$ cat config.mk
export PLATFORM = sky130hd
export DESIGN_NAME = seg7_reader
export DESIGN_NICKNAME = d
export VERILOG_FILES = /design/src/rtl/seg7_reader_pkg.sv /design/src/rtl/seg7_pattern_decode.sv /design/src/rtl/seg7_reader.sv
export SDC_FILE = /design/constraint.sdc
export NUM_CORES = 1
export LEC_CHECK = 0
export ABC_AREA = 1
export BUFFER_PORTS_ARGS = -buffer_cell sky130_fd_sc_hd__buf_2
export CORE_MARGIN = 5
export CORE_UTILIZATION = 40
export CTS_BUF_LIST = sky130_fd_sc_hd__clkbuf_2
export CTS_CLUSTER_DIAMETER = 200
export CTS_CLUSTER_SIZE = 20
export DETAILED_ROUTE_END_ITERATION = 8
export GPL_TIMING_DRIVEN = 1
export HOLD_SLACK_MARGIN = 0.1
export SLEW_MARGIN = 20
export SYNTH_ARGS = -nofsm -noshare
export SYNTH_HDL_FRONTEND = slang
export SYNTH_SLANG_ARGS = --single-unit
$ cat constraint.sdc
create_clock -name clk -period 6.4 [get_ports clk]
set_clock_uncertainty 0.15 [all_clocks]
set_input_delay 1.28 -clock clk [delete_from_list [all_inputs] [get_ports clk]]
set_output_delay 1.28 -clock clk [all_outputs]
set_load 0.005 [all_outputs]
$ cat src/rtl/seg7_reader_pkg.sv
// Shared definitions for the two-digit seven-segment reader: segment codes
// (active-low {a..g}, a = bit 6), the blank code, FSM states and a BCD helper.
package seg7_reader_pkg;

  localparam logic [6:0] SEG_0     = 7'h01;
  localparam logic [6:0] SEG_1     = 7'h4F;
  localparam logic [6:0] SEG_2     = 7'h12;
  localparam logic [6:0] SEG_3     = 7'h06;
  localparam logic [6:0] SEG_4     = 7'h4C;
  localparam logic [6:0] SEG_5     = 7'h24;
  localparam logic [6:0] SEG_6     = 7'h60;
  localparam logic [6:0] SEG_7     = 7'h0F;
  localparam logic [6:0] SEG_8     = 7'h00;
  localparam logic [6:0] SEG_9     = 7'h0C;
  localparam logic [6:0] SEG_BLANK = 7'h7F;

  localparam logic [13:0] SEG_PAIR_BLANK = {SEG_BLANK, SEG_BLANK};

  typedef enum logic [1:0] {
    ST_SETTLE   = 2'd0,
    ST_VALID    = 2'd1,
    ST_WAIT_CHG = 2'd2
  } state_e;

  // tens*10 + ones as shift-and-add; 9*10+9 = 99 fits in 7 bits.
  function automatic logic [6:0] bcd_to_bin(input logic [3:0] t, input logic [3:0] o);
    logic [6:0] tw;
    tw = {3'b000, t};
    return (tw << 3) + (tw << 1) + {3'b000, o};
  endfunction

endpackage

$ cat src/rtl/seg7_pattern_decode.sv
// Maps one 7-bit active-low segment pattern to a decimal digit; any pattern
// outside the ten legal codes raises illegal_o and returns digit 0xF.
module seg7_pattern_decode
  import seg7_reader_pkg::*;
(
  input  logic [6:0] pattern_i,
  output logic [3:0] digit_o,
  output logic       illegal_o
);

  always_comb begin
    digit_o   = 4'hF;
    illegal_o = 1'b0;
    case (pattern_i)
      SEG_0:   digit_o = 4'd0;
      SEG_1:   digit_o = 4'd1;
      SEG_2:   digit_o = 4'd2;
      SEG_3:   digit_o = 4'd3;
      SEG_4:   digit_o = 4'd4;
      SEG_5:   digit_o = 4'd5;
      SEG_6:   digit_o = 4'd6;
      SEG_7:   digit_o = 4'd7;
      SEG_8:   digit_o = 4'd8;
      SEG_9:   digit_o = 4'd9;
      default: illegal_o = 1'b1;
    endcase
  end

endmodule

$ cat src/rtl/seg7_reader.sv
// Samples an asynchronous two-digit seven-segment display, waits for the
// pattern to settle and presents each new reading once over valid/ready.
// Optional macro SEG7_READER_BLANK_EN: blank tens digit reads as 0 (not an error).
module seg7_reader
  import seg7_reader_pkg::*;
#(
  parameter int STABLE_CYCLES = 4
) (
  input  logic       clk,
  input  logic       rst,
  input  logic [6:0] seg_hi,
  input  logic [6:0] seg_lo,
  input  logic       out_ready,
  output logic       out_valid,
  output logic [3:0] tens,
  output logic [3:0] ones,
  output logic [6:0] value,
  output logic       err
);

  localparam logic [3:0] CAPTURE_AT = 4'(STABLE_CYCLES - 1);

  logic [13:0] sync1_q, sync2_q, prev_q;
  logic [13:0] last_q, last_d;
  logic [3:0]  cnt_q, cnt_d;
  state_e      state_q, state_d;
  logic        valid_q, valid_d;
  logic        err_q, err_d;
  logic [3:0]  tens_q, tens_d;
  logic [3:0]  ones_q, ones_d;
  logic [6:0]  value_q, value_d;

  logic [3:0]  hi_digit, lo_digit, hi_digit_eff;
  logic        hi_illegal, lo_illegal, hi_illegal_eff;
  logic        pair_stable, read_err;

  seg7_pattern_decode u_dec_hi (
    .pattern_i (sync2_q[13:7]),
    .digit_o   (hi_digit),
    .illegal_o (hi_illegal)
  );

  seg7_pattern_decode u_dec_lo (
    .pattern_i (sync2_q[6:0]),
    .digit_o   (lo_digit),
    .illegal_o (lo_illegal)
  );

  always_comb begin
    hi_digit_eff   = hi_digit;
    hi_illegal_eff = hi_illegal;
`ifdef SEG7_READER_BLANK_EN
    if (sync2_q[13:7] == SEG_BLANK) begin
      hi_digit_eff   = 4'd0;
      hi_illegal_eff = 1'b0;
    end
`endif
  end

  assign read_err    = hi_illegal_eff | lo_illegal;
  assign pair_stable = (sync2_q == prev_q);

  // The extra pair_stable term keeps a late glitch from being captured.
  always_comb begin
    cnt_d   = pair_stable ? ((cnt_q == 4'hF) ? 4'hF : cnt_q + 4'd1) : 4'd0;
    state_d = state_q;
    last_d  = last_q;
    valid_d = valid_q;
    err_d   = err_q;
    tens_d  = tens_q;
    ones_d  = ones_q;
    value_d = value_q;
    case (state_q)
      ST_SETTLE: begin
        if (cnt_q >= CAPTURE_AT && pair_stable) begin
          last_d  = sync2_q;
          valid_d = 1'b1;
          err_d   = read_err;
          tens_d  = read_err ? 4'hF : hi_digit_eff;
          ones_d  = read_err ? 4'hF : lo_digit;
          value_d = read_err ? 7'd0 : bcd_to_bin(hi_digit_eff, lo_digit);
          state_d = ST_VALID;
        end
      end
      ST_VALID: begin
        if (out_ready) begin
          valid_d = 1'b0;
          state_d = ST_WAIT_CHG;
        end
      end
      ST_WAIT_CHG: begin
        if (sync2_q != last_q) begin
          cnt_d   = 4'd0;
          state_d = ST_SETTLE;
        end
      end
      default: state_d = ST_SETTLE;
    endcase
  end

  always_ff @(posedge clk) begin
    if (rst) begin
      sync1_q <= SEG_PAIR_BLANK;
      sync2_q <= SEG_PAIR_BLANK;
      prev_q  <= SEG_PAIR_BLANK;
      last_q  <= SEG_PAIR_BLANK;
      cnt_q   <= 4'd0;
      state_q <= ST_SETTLE;
      valid_q <= 1'b0;
      err_q   <= 1'b0;
      tens_q  <= 4'd0;
      ones_q  <= 4'd0;
      value_q <= 7'd0;
    end else begin
      sync1_q <= {seg_hi, seg_lo};
      sync2_q <= sync1_q;
      prev_q  <= sync2_q;
      last_q  <= last_d;
      cnt_q   <= cnt_d;
      state_q <= state_d;
      valid_q <= valid_d;
      err_q   <= err_d;
      tens_q  <= tens_d;
      ones_q  <= ones_d;
      value_q <= value_d;
    end
  end

  assign out_valid = valid_q;
  assign err       = err_q;
  assign tens      = tens_q;
  assign ones      = ones_q;
  assign value     = value_q;

endmodule

== After elaboration in Yosys (flattened, before gate mapping) ==
Index checks and enable logic that the tools add are counted.

* Register bits: 79
* Input port bits: 17
* Output and inout bits: 17
* Logic and storage cells: 70

* Add/subtract/negate cells: 3
* Magnitude comparators: 1
* Eq/ne operators: 26
* Mux-type cells: 18
* Bitwise operators: 1
* Reduce and logical (&&, ||, !) cells: 10

{| class="wikitable"
|+ Operators by type and width
! cell !! count
|-
| one-hot mux 4 bit (10 select lines) || 2
|-
| equality test 7 bit (second input constant) || 6
|-
| equality test 7 x 4 -> 1 bit (second input constant) || 4
|-
| 2-to-1 mux 4 bit || 6
|-
| OR reduction 10 bit || 2
|-
| equality test 14 bit || 1
|-
| equality test 7 x 1 -> 1 bit (second input constant) || 2
|-
| equality test 7 x 3 -> 1 bit (second input constant) || 2
|-
| equality test 7 x 5 -> 1 bit (second input constant) || 2
|-
| equality test 7 x 6 -> 1 bit (second input constant) || 2
|-
| logical NOT 7 bit || 2
|-
| inequality test 14 bit || 1
|-
| adder 7 x 4 -> 7 bit || 1
|-
| adder 7 x 5 -> 7 bit || 1
|-
| 2-to-1 mux 7 bit || 1
|-
| 2-to-1 mux 2 bit || 3
|-
| inequality test 2 bit (second input constant) || 3
|-
| one-hot mux 2 bit (3 select lines) || 1
|-
| AND reduction 3 bit || 2
|-
| adder 4 x 1 -> 4 bit (second input constant) || 1
|-
| equality test 4 bit (second input constant) || 1
|-
| greater-or-equal comparator 4 x 2 -> 1 bit (second input constant) || 1
|-
| 2-to-1 mux 1 bit || 4
|-
| equality test 2 x 1 -> 1 bit (second input constant) || 1
|-
| other kinds (7) || 7
|}

== Logic depth before layout (Yosys ltp) ==
Gate-level depths: netlist of the first run.

* Depth in word-level cells: 5
* Gate-level depth with buffers: 22
* Depth with buffers taken out: 21

== Hierarchy ==
A second synthesis of the first run with hierarchy kept.

* Cell total of the unflattened synthesis: 556
* Area total of the unflattened synthesis: 3973.8 um2

{| class="wikitable"
|+ Modules (own cells, without submodules)
! module !! instances !! cells each !! area each (um2) !! seq. area each (um2)
|-
| seg7_reader || 1 || 426 || 3408.3 || 1581.5
|-
| seg7_pattern_decode || 2 || 65 || 282.8 || 0.0
|}

== Least setup slack after synthesis of the first run ==
Ideal clock, no wire load.

* Path type: register -> register
* Start point: register sync2_q[4]
* End point: register value_q[6] (netlist: value[6])
* Setup time: 132 ps
* Arrival time: 2626 ps
* Data required time: 6118 ps
* Setup slack: 3492 ps
* Stages on the path, launching flop included: 20
* Buffers on the path: 1
* Period minus slack after synthesis: 2908 ps
* Path through: dfxtp_1 > buf_4 > nor3_2 > nand2_1 > nand2_1 > nor2_1 > nand3_1 > nand3_1 > fa_1 > fa_1 > nand2_1 > inv_1 > o21ai_0 > nand2_1 > inv_1 > nand2_1 > nand2_1 > inv_1 > nand2_1 > a21oi_1

* Longest elaborated chain between the ends: 5
* Elaborated cells between the ends (all ways): 19
* Classes of those cells: add/sub: 1; eq/ne: 10; mux: 3; bitwise: 1; reduce/logical: 4

{| class="wikitable"
|+ Ends and longest elaborated chain
! element !! RTL line !! RTL
|-
| start, declared || seg7_reader.sv:23 || <nowiki>logic [13:0] sync1_q, sync2_q, prev_q;</nowiki>
|-
| start signal, assigned || seg7_reader.sv:116 || <nowiki>sync2_q <= sync1_q;</nowiki>
|-
| branches (longest 5 deep; another with adder 7 x 4 -> 7 bit) || n/a ||
|-
| end signal, assigned || seg7_reader.sv:125 || <nowiki>value_q <= value_d;</nowiki>
|-
| end, declared || seg7_reader.sv:31 || <nowiki>logic [6:0] value_q, value_d;</nowiki>
|}

Several ways; the timed one is not identified.
A chain may end at the register's enable or synchronous reset.

== Worst setup path after layout of the first run ==
* Start point: register sync2_q[10]
* End point: register value_q[6] (netlist: value[6])

* Longest elaborated chain between the ends: 5
* Elaborated cells between the ends (all ways): 20
* Classes of those cells: add/sub: 2; eq/ne: 10; mux: 3; bitwise: 1; reduce/logical: 4

{| class="wikitable"
|+ Ends and longest elaborated chain
! element !! RTL line !! RTL
|-
| equality test 7 x 4 -> 1 bit (tied with other cells) || seg7_pattern_decode.sv:14 || <nowiki>case (pattern_i)</nowiki>
|-
| one-hot mux 4 bit (10 select lines) or OR reduction 10 bit (tied branches) || n/a ||
|-
| adder 7 x 5 -> 7 bit or 2-to-1 mux 1 bit (tied branches) || seg7_reader_pkg.sv:29, seg7_pattern_decode.sv:14 ||
|-
| adder 7 x 4 -> 7 bit or OR 1 bit (tied branches) || seg7_reader_pkg.sv:29, seg7_reader.sv:60 ||
|-
| 2-to-1 mux 7 bit || seg7_reader.sv:81 || <nowiki>value_d = read_err ? 7'd0 : bcd_to_bin(hi_digit_eff, lo_digit);</nowiki>
|}

Parallel ways exist; a longest one is shown, timed or not.

==> results by group, run 1 <==
Run status
  • Status: completed

Setup path
  • Crit path max fanout: 6
  • Data required, critical path: 6.61 ns
  • Reg2Reg Depth: 19
  • CP Capture Type: flop
  • WS Path Type: reg2reg
  • WP data arrival: 3.56 ns
  • Startpoint type of the worst setup path: flop

Global routing
  • First-pass GRT wire length: 12900 um
  • Vias in the first global route: 2774
  • Largest net degree at the start of global routing: 45
  • GR Util All Layers: 0.142
  • Total gr overflow: 0
  • Initial antenna violation count: 0

Cells and area
  • Post-route cell area: 3900 sq um
  • Final non-filler cell total: 621
  • Share of layout cells above drive strength 1: 0.185
  • Fill cell total of the finished layout: 927
  • Register area: 1580 sq um
  • Nets@finish: 536
  • Most frequent cells in the layout: nand2_1, dfxtp_1, nor2_1
  • Commonest non-fill, non-tap cell in the layout: nand2_1
  • Multi-input gate area: 1720 sq um
  • Layout area overhead: 9.83%
  • # diodes: 0

Placement
  • Gpl congestion: 0.833
  • Cells after DPL: 606
  • Post-DP Area: 3780 sq um
  • Buffers added on ports: 33
  • Post-DP HPWL: 5340 um

Synth
  • Synthesized instance count: 480
  • Number of synthesized flops with an enable pin: 0
  • Async SR Flop Fraction: 0
  • Mean Syn Cell Area: 7.40 sq um
  • Seq/Total Area, Yosys: 0.445
  • Yosys cell types: 29
  • Adder-cell share of the synthesized area: 0.0395
  • Xor/xnor share of the synthesized area: 0.0296
  • Synthesized flop and latch total: 79
  • Cell Area, Synth: 3550 sq um
  • Post-synth top flop: dfxtp_1
  • Post-Synth Simple-Gate Area: 0.334
  • Largest family of logic cells by synthesized area: simple AND/OR/NAND/NOR gates
  • Compound-Gate Fraction of Synth Area: 0.0821
  • Syn_nets: 507
  • Multiplexer share of the synthesized area: 0
  • Synth warn: 0

Clocking
  • Post-CTS Setup Repair Bufs: 0
  • CTS root buf: clkbuf_2
  • CTS sink cnt: 79
  • Hold buffers post-CTS: 0
  • Clock buffer depth: 2
  • Post_cts resized: 0
  • Num CTS Buffers: 9
  • CTS tree: done
  • Worst-path clk slew: 0.19 ns
  • Clock Latency Late Sink: 0.49 ns
  • CTS H-Tree Depth: 3

Floorplanning
  • DIE AREA: 10900 sq um
  • I/O pin cnt: 34
  • Die height: 104 um
  • FP Rows: 34
  • Die Width: 104 um
  • Initial Util: 0.409
  • Core Footprint: 8680 sq um

Hold path
  • Cell count of the worst hold path: 1
  • Hold WC Path Type: reg2reg

Timing
  • Pins Over Slew Limit: 0
  • Final setup viols: 0
  • Setup tns final: 0 ns
  • Final Hold Viols: 0
  • Worst-Margin Slew: 0.980 ns
  • Relative slew slack: 0.343
  • RSZ-0062 raised after global routing: false
  • Max Clock Freq: 299 MHz
  • Final Cycle Share: 0.523
  • Minimum clock period after layout: 3.35 ns
  • WHS: 0.282 ns

Detailed routing
  • Starting DRT DRC Count: 156
  • # DRC: 0
  • Vias/cell: 4.73
  • Via count: 2940
  • Routed WL: 7320 um
  • Drt first pass iters: 4
  • DRT antenna net count: 0
  • Drt wl/cell: 11.8 um

Run
  • Max cap viols: 0

Power and ir drop
  • Max IR drop VDD: 0.000138 V
  • Pleak: 1.94 nW
  • Tot Pwr: 0.852 mW
  • Power per standard cell area: 218 nW/um^2
[worst max-delay path, cell delays in order, from the launching register on]
cell	delay, ns
dfxtp_1	0.52
nand2_1	0.16
inv_1	0.10
nor2_1	0.06
nor2_1	0.20
nor2_1	0.07
nand3_1	0.17
nand2_1	0.13
fa_1	0.55
fa_1	0.46
nand2_1	0.08
inv_1	0.05
o21ai_0	0.14
nand2_1	0.09
inv_1	0.06
nand2_1	0.04
nand2_1	0.05
inv_1	0.03
nand2_1	0.06
a21oi_1	0.06
[power breakdown]
part / switching (mW) / internal [mW] / leakage, nW
clock: 0.160 / 0.123 / 0.0743
combinational: 0.0344 / 0.0223 / 1.23
sequential: 0.00889 / 0.503 / 0.646
total: 0.203 / 0.649 / 1.94
[Yosys cell counts, drive strengths merged, types with 11 or more instances]
library cell	count	area, sq um
clkbuf	12	46.3
or2	32	200
o211ai	12	90.1
inv	46	173
nand2	140	528
xnor2	11	96.3
nor2	60	253
o21ai	16	80.1
nor3	11	65.1
dfxtp	79	1580
a21oi	21	105
nand3	16	80.1
[sequential cells by signal, summed over array words and instances (netlist names)]
name / count
last_q: 14
prev_q: 14
sync1_q: 14
sync2_q: 14
value: 7
cnt_q: 4
ones: 4
tens: 4
state_q: 2
err: 1
out_valid: 1
[final cells by class]
type | count | area share
well taps | 108 | 0.0346
inverters | 47 | 0.0452
multi-input cells | 339 | 0.441
clock buffers | 9 | 0.0115
clock inverters | 6 | 0.0196
flip-flops and latches | 79 | 0.405
repair buffers | 33 | 0.0423
[worst paths after layout]
kind / from / endpoint / slack (ns)
max: sync2_q[10] / value[6] / 3.05
min: sync1_q[9] / sync2_q[9] / 0.28
max reg2reg: sync2_q[10] / value[6] / 3.05
min reg2reg: sync1_q[9] / sync2_q[9] / 0.28
[layer usage]
layer	share of wire	up-vias	wire length, um	GRT usage
met1	0.49	1318	3560	0.184
met4	0.012	0	85	0.0527
met2	0.47	51	3430	0.233
li1	-	1567	-	-
met3	0.035	4	254	0.0292
met5	0	-	0	0
[per-stage QoR]
stage	utilization	setup slack, ns
6_report	0.450	3.05
5_1_grt	0.450	2.69
4_1_cts	0.450	2.98
3_5_place_dp	0.436	2.89
3_3_place_gp	0.436	2.90
2_1_floorplan	-	3.49
[kinds of logic after synthesis]
kind of cell | count (synthesis)
AND/OR/NAND/NOR | 266
AO/OA/AOI/OAI | 51
adder cells (fa/ha/maj) | 10
XOR/XNOR | 12
flip-flops | 79
buffers and inverters | 62
Note: power is estimated with default switching activity, not from simulation.
==> run 2: changes to the inputs <==
Clock period 6.4 ns to 2.8 ns, I/O delays scaled along.
==> run 2 against run 1 <==
  * The run now ends with setup timing left
  * Non-clock buffer count rose by 67
  * First-iteration DRC count rose by 5.1%
  * Setup slack got worse by 3.2 ns
  * Register-to-register slack got worse by 3.2 ns
  * Worst hold slack got worse by 0.12 ns
  * Sequential share of layout area fell by 6.3 points
  * Utilization rose by 9.5 points
  * Global-route usage rose by 1.1 points
  * Sequential power rose by 130%
  * Largest cell class unchanged
==> results by group, run 2 (synthesis results as in run 1) <==
Clocking
  • Clock buffer depth: 2 (unchanged)
  • Worst-path clk slew: 0.22 ns (+0.03 ns)
  • Clock Latency Late Sink: 0.54 ns (+0.05 ns)
  • Num CTS Buffers: 9 (unchanged)
  • CTS sink cnt: 79 (unchanged)
  • CTS H-Tree Depth: 3 (unchanged)
  • CTS root buf: clkbuf_2
  • CTS tree: done

Run status
  • Status: finished with violations
  • Failing checks: setup timing

Setup path
  • R2r setup slk: -0.14 ns (-3.19 ns)
  • Data required, critical path: 3.13 ns (-3.48 ns)
  • Critical-path top delay cell: fa_2
  • CP top delay family: adder cells
  • Slowest stage delay, CP: 0.51 ns (-0.04 ns)
  • Startpoint type of the worst setup path: flop
  • WS Path Type: reg2reg
  • Critical R2R Launch: sync2_q[7]
  • WP data arrival: 3.27 ns (-0.29 ns)
  • Critical Path Most Common Cell: nand2_2
  • CP Capture Type: flop
  • Worst Path Buf+Inv: 3 (-1)
  • Worst setup startpoint: sync2_q[7]
  • Reg2Reg Capture Point: value[6]
  • Crit path max fanout: 5 (-1)
  • Reg2Reg Depth: 18 (-1)
  • Critical-path cell list: inv_2 -> nand2_1 -> nor2_1 -> nand2_2 -> o2111ai_2 -> a21oi_2 -> nand2_2 -> fa_2 -> fa_2 -> nand2_2 -> inv_2 -> o21ai_1 -> nand2_1 -> nand3_2 -> nand2_1 -> inv_1 -> nand2_2 -> a21oi_2

Hold path
  • Hold Path End: state_q[0]
  • Cell count of the worst hold path: 4 (+3)
  • Hold WC Path Type: in2reg
  • Hold_sp: out_ready

Power and ir drop
  • Max IR drop VDD: 0.000338 V (+140%)
  • Power per standard cell area: 455 nW/um^2 (+110%)
  • Pleak: 2.33 nW (+20%)

Global routing
  • First-pass GRT wire length: 13800 um (+7.5%)
  • Vias in the first global route: 3020 (+8.9%)
  • Initial antenna violation count: 1 (+1)
  • GR Util All Layers: 0.153 (+0.0114)
  • Largest net degree at the start of global routing: 37 (-18%)
  • Total gr overflow: 0 (unchanged)

Timing
  • Final Cycle Share: 1.05 (+0.526)
  • Final Hold Viols: 0 (unchanged)
  • Setup ws final: -0.139 ns (-3.19 ns)
  • Relative slew slack: 0.743 (+0.401)
  • Final setup viols: 1 (+1)
  • RSZ-0062 raised after global routing: true
  • Pins Over Slew Limit: 0 (unchanged)
  • Setup tns final: -0.139 ns (-0.139 ns)
  • Max Clock Freq: 340 MHz (+14%)
  • Worst-Margin Slew: 0.385 ns (-0.595 ns)
  • Minimum clock period after layout: 2.94 ns (-0.410 ns)

Cells and area
  • Share of layout cells above drive strength 1: 0.367 (+0.181)
  • Nets@finish: 603 (+13%)
  • Commonest non-fill, non-tap cell in the layout: nand2_1
  • Post-route cell area: 4730 sq um (+21%)
  • Most frequent cells in the layout: nand2_1, dfxtp_1, buf_4
  • Layout area overhead: 33.0%

Run
  • Max cap viols: 0 (unchanged)

Placement
  • Gpl congestion: 0.894 (+7.3%)
  • Post-DP Area: 4170 sq um (+10%)
  • Buffers added on ports: 33 (unchanged)
  • Post-DP HPWL: 5830 um (+9.1%)

Floorplanning
  • DIE AREA: 10900 sq um (unchanged)
  • Die height: 104 um (unchanged)
  • Initial Util: 0.409 (unchanged)
  • Die Width: 104 um (unchanged)
  • FP Rows: 34 (unchanged)
  • Core Footprint: 8680 sq um (unchanged)
  • I/O pin cnt: 34 (unchanged)

Detailed routing
  • Drt first pass iters: 4 (unchanged)
  • Vias/cell: 4.66 (-1.6%)
  • DRT antenna net count: 0 (unchanged)
  • Via count: 3215 (+9.4%)
  • Drt wl/cell: 11.7 um (-0.41%)
  • Starting DRT DRC Count: 164 (+5.1%)
  • # DRC: 0 (unchanged)
  • Routed WL: 8100 um (+11%)
==> run 2: changes by cell type in the layout (fill, tap and decap cells not counted), sizes merged <==
| cell | previous run | this run |
|---|---|---|
| dlygate4sd3 | 0 | 14 |
| inv | 46 | 47 |
| clkinv | 5 | 4 |
| bufinv | 2 | 3 |
| buf | 33 | 86 |
| diode | 0 | 1 |
==> run 2: routing by layer <==
metal,vias up,wire (um),global-route usage
met1,1449,3700,0.189
li1,1703,-,-
met5,-,0,0
met3,14,249,0.0273
met2,49,3970,0.261
met4,0,186,0.0675
==> run 2: where the power goes <==
| group | leakage [nW] | switching, mW | internal [mW] |
|---|---|---|---|
| Sequential | 0.643 | 0.0209 | 1.15 |
| Clock | 0.0941 | 0.404 | 0.388 |
| Combinational | 1.60 | 0.0979 | 0.0899 |
| Total | 2.33 | 0.523 | 1.63 |
==> run 2: worst reg2reg max path: stages (launching register included) <==
cell and delay [ns]:
dfxtp_2 0.44, inv_2 0.07, nand2_1 0.08, nor2_1 0.06, nand2_2 0.10, o2111ai_2 0.14, a21oi_2 0.20, nand2_2 0.10
fa_2 0.51, fa_2 0.41, nand2_2 0.07, inv_2 0.03, o21ai_1 0.12, nand2_1 0.09, nand3_2 0.06, nand2_1 0.04
inv_1 0.06, nand2_2 0.05, a21oi_2 0.14
==> run 2: repair_timing <==
action / in CTS / in global routing
setup buffers: 0 / 5
hold buffers: 14 / 0
endpoints found under the hold margin: 14 / 0
endpoints found under the setup margin: 2 / 4
gates resized for setup: 16 / 60
pin swaps: 1 / 22
==> run 2: per-stage QoR <==
stage | setup slack, ns | power (mW) | util | std cells | hold slack (ns)
finish | -0.139 | 2.15 | 0.545 | 690 | 0.163
global route | -0.326 | 2.25 | 0.545 | 690 | 0.151
CTS | -0.131 | 2.17 | 0.520 | 684 | 0.114
detailed placement | -0.185 | 1.35 | 0.481 | 654 | 0.242
global placement | -0.116 | 1.35 | 0.481 | 654 | 0.241
floorplan | 0.0209 | 1.29 | - | 480 | 0.239
==> run 2: cell type report <==
| type | count | area (sq um) |
|---|---|---|
| Sequential cell | 79 | 1620 |
| Antenna cell | 1 | 2.50 |
| Clock inverter | 7 | 120 |
| Inverter | 47 | 181 |
| Tap cell | 108 | 135 |
| Multi-Input combinational cell | 339 | 1920 |
| Timing Repair Buffer | 100 | 703 |
| Fill cell | 840 | 3950 |
| Clock buffer | 9 | 45.0 |
==> run 2: worst max-delay path by stage <==
stage,slack (ns),depth (start not counted),endpoint
detailed placement,-0.19,18,value[6]
floorplan,0.02,22,value[6]
global placement,-0.12,20,value[6]
CTS,-0.13,19,value[6]
global route,-0.33,19,value[6]
finish,-0.14,18,value[6]
==> run 3: changes to the inputs <==
Settings changed: CORE_ASPECT_RATIO set to 0.6.
==> run 3 against run 2 <==
  * The run still ends with setup timing left
  * Via count increased by 3.2%
  * Final cell count increased by 2.8%
  * Sequential share of layout area decreased by 0.27 points
  * Clock power decreased by 33%
  * First-iteration DRC count increased by 44%
  * Wire length increased by 13%
  * Register-to-register slack about the same
  * Critical path depth unchanged
  * Setup slack improved by 0.0086 ns
  * Power decreased by 12%
  * Global-route usage increased by 0.92 points
  * Critical endpoint unchanged
  * Largest power group unchanged
==> results by group, run 3 (synthesis results as in run 1) <==
Run status
  • Status: finished with violations
  • Failing checks: setup timing

Timing
  • WHS: 0.276 ns (+0.113 ns)
  • Pins Over Slew Limit: 0 (unchanged)
  • Final Hold Viols: 0 (unchanged)
  • Final setup viols: 6 (+5)
  • Relative slew slack: 0.578 (-0.165)
  • Final Cycle Share: 1.05 (-0.00305)
  • Worst-Margin Slew: 0.632 ns (+0.247 ns)
  • Minimum clock period after layout: 2.93 ns (-0.00855 ns)
  • Setup ws final: -0.131 ns (+0.00855 ns)
  • Max Clock Freq: 341 MHz (+0.29%)
  • RSZ-0062 raised after global routing: true

Power and ir drop
  • Combinational cell fraction of total power: 0.104 (+0.017)
  • Sw Pwr: 0.535 mW (+2.4%)
  • Sw Share: 0.283 (+0.0395)
  • Internal power: 1.36 mW (-17%)
  • Power per standard cell area: 397 nW/um^2 (-13%)
  • Pleak: 2.38 nW (+1.8%)
  • Flop pwr share: 0.617 (+0.073)
  • Clock group share of total power: 0.280 (-0.089)
  • Max IR drop VDD: 0.000264 V (-22%)
  • Tot Pwr: 1.89 mW (-12%)

Global routing
  • Largest net degree at the start of global routing: 44 (+19%)
  • Initial antenna violation count: 0 (-1)
  • GR Util All Layers: 0.163 (+0.00922)
  • First-pass GRT wire length: 14600 um (+5.9%)
  • Vias in the first global route: 3126 (+3.5%)
  • Total gr overflow: 0 (unchanged)

Setup path
  • Reg2Reg Depth: 18 (unchanged)
  • WP data arrival: 3.27 ns (about the same)
  • Crit path max fanout: 4 (-1)
  • Startpoint type of the worst setup path: flop
  • Data required, critical path: 3.14 ns (about the same)
  • Critical R2R Launch: sync2_q[13]
  • CP Capture Type: flop
  • WS Path Type: reg2reg
  • Worst setup path end: value[6]
  • R2r setup slk: -0.13 ns (about the same)
  • Worst setup startpoint: sync2_q[13]
  • Reg2Reg Capture Point: value[6]

Cells and area
  • Fill cell total of the finished layout: 810 (-3.6%)
  • Nets@finish: 619 (+2.7%)
  • # diodes: 0 (-1)
  • Most frequent cells in the layout: nand2_1, buf_4, dfxtp_1
  • Core Util, Final: 0.556 (+0.0110)
  • Post-route cell area: 4770 sq um (+0.95%)
  • Commonest non-fill, non-tap cell in the layout: nand2_1
  • Share of layout cells above drive strength 1: 0.379 (+0.0120)
  • Layout area overhead: 34.3%

Floorplanning
  • Initial Util: 0.414 (+0.00429)
  • Die Width: 132 um (+26%)
  • FP Rows: 26 (-24%)
  • Die height: 83.0 um (-20%)
  • DIE AREA: 10900 sq um (+0.57%)
  • Core Footprint: 8590 sq um (-1.0%)
  • I/O pin cnt: 34 (unchanged)

Clocking
  • CTS H-Tree Depth: 3 (unchanged)
  • CTS root buf: clkbuf_2
  • Num CTS Buffers: 9 (unchanged)
  • CTS sink cnt: 79 (unchanged)
  • Worst-path clk slew: 0.23 ns (about the same)
  • Clock Latency Late Sink: 0.54 ns (about the same)
  • CTS tree: done
  • Clock buffer depth: 2 (unchanged)

Placement
  • Post-DP Area: 4160 sq um (-0.24%)
  • Setup WS pre-CTS: -0.212 ns (-0.0267 ns)
  • Buffers added on ports: 33 (unchanged)
  • Gpl congestion: 0.929 (+4.0%)
  • Post-DP HPWL: 6180 um (+6.0%)

Detailed routing
  • Vias/cell: 4.68 (+0.47%)
  • # DRC: 0 (unchanged)
  • Via count: 3319 (+3.2%)
  • Starting DRT DRC Count: 236 (+44%)
  • Routed WL: 9120 um (+13%)
  • Drt first pass iters: 4 (unchanged)
  • Drt wl/cell: 12.9 um (+9.5%)
  • DRT antenna net count: 0 (unchanged)

Run
  • Max cap viols: 0 (unchanged)

Hold path
  • Hold WC Path Type: reg2reg
[run 3: cell count changes in the layout (fill, tap and decap cells not counted), moves of 3 or more]
cell       delta
buf_4        +14
nor2_4        -3
nor2_2        +5
inv_1         +3
bufinv_16     -3
[run 3: repair_timing]
item	CTS	global route
endpoints found under the setup margin	3	16
gates resized for setup	35	36
pin swaps	10	19
hold buffers	15	0
hold endpoints to repair	15	0
cloned	0	1
setup buffers	16	5
[run 3: final cells by class]
class                      instances  area [sq um]  area share
clock buffer                       9          45.0     0.00944
clock inverter                     7          50.0      0.0105
inverter                          47           181      0.0380
multi-input combinational        340          1920       0.402
sequential                        79          1620       0.339
tap                              112           140      0.0294
timing repair buffer             115           818       0.172
[run 3: power groups by stage]
stage               combinational (mW)  sequential, mW  clock [mW]
global placement                 0.163            1.19           0
floorplan                        0.104            1.19           0
detailed placement               0.164            1.19           0
finish                           0.196            1.17       0.529
CTS                              0.187            1.17       0.560
global route                     0.218            1.17       0.605
[run 3: routing by layer]
metal | vias to the layer above | track usage | wire length, um
met2 | 77 | 0.242 | 3880
met1 | 1492 | 0.232 | 4690
met4 | 0 | 0.0364 | 111
li1 | 1737 | - | -
met5 | - | 0 | 0
met3 | 13 | 0.0495 | 438
[run 3: critical path: stages, from the launching register on]
cell and delay, ns:
dfxtp_4 0.40, buf_4 0.14, nor3_4 0.18, nand2_1 0.11
nand2_2 0.12, nor2_2 0.05, nand3_2 0.10, nand2_2 0.10
fa_2 0.50, fa_2 0.42, nand2_2 0.07, inv_2 0.04
o21ai_1 0.11, nand2_1 0.07, nand3_1 0.08, nand2_1 0.05
inv_1 0.05, nand2_1 0.04, a21oi_1 0.12
[run 3: how the worst min path moves through the flow]
stage	from	end	slack [ns]	cells after the start
finish	sync1_q[10]	sync2_q[10]	0.28	1
CTS	sync1_q[10]	sync2_q[10]	0.27	1
detailed placement	sync1_q[10]	sync2_q[10]	0.24	1
global route	sync1_q[10]	sync2_q[10]	0.30	1
floorplan	sync1_q[10]	sync2_q[10]	0.24	1
global placement	sync1_q[8]	sync2_q[8]	0.24	1
[run 3: per-stage QoR]
| step | setup TNS, ns | instances |
|---|---|---|
| global placement | -0.133 | 656 |
| detailed placement | -0.264 | 656 |
| finish | -0.263 | 709 |
| floorplan | 0 | 480 |
| global route | -2.29 | 709 |
| CTS | -0.0277 | 703 |
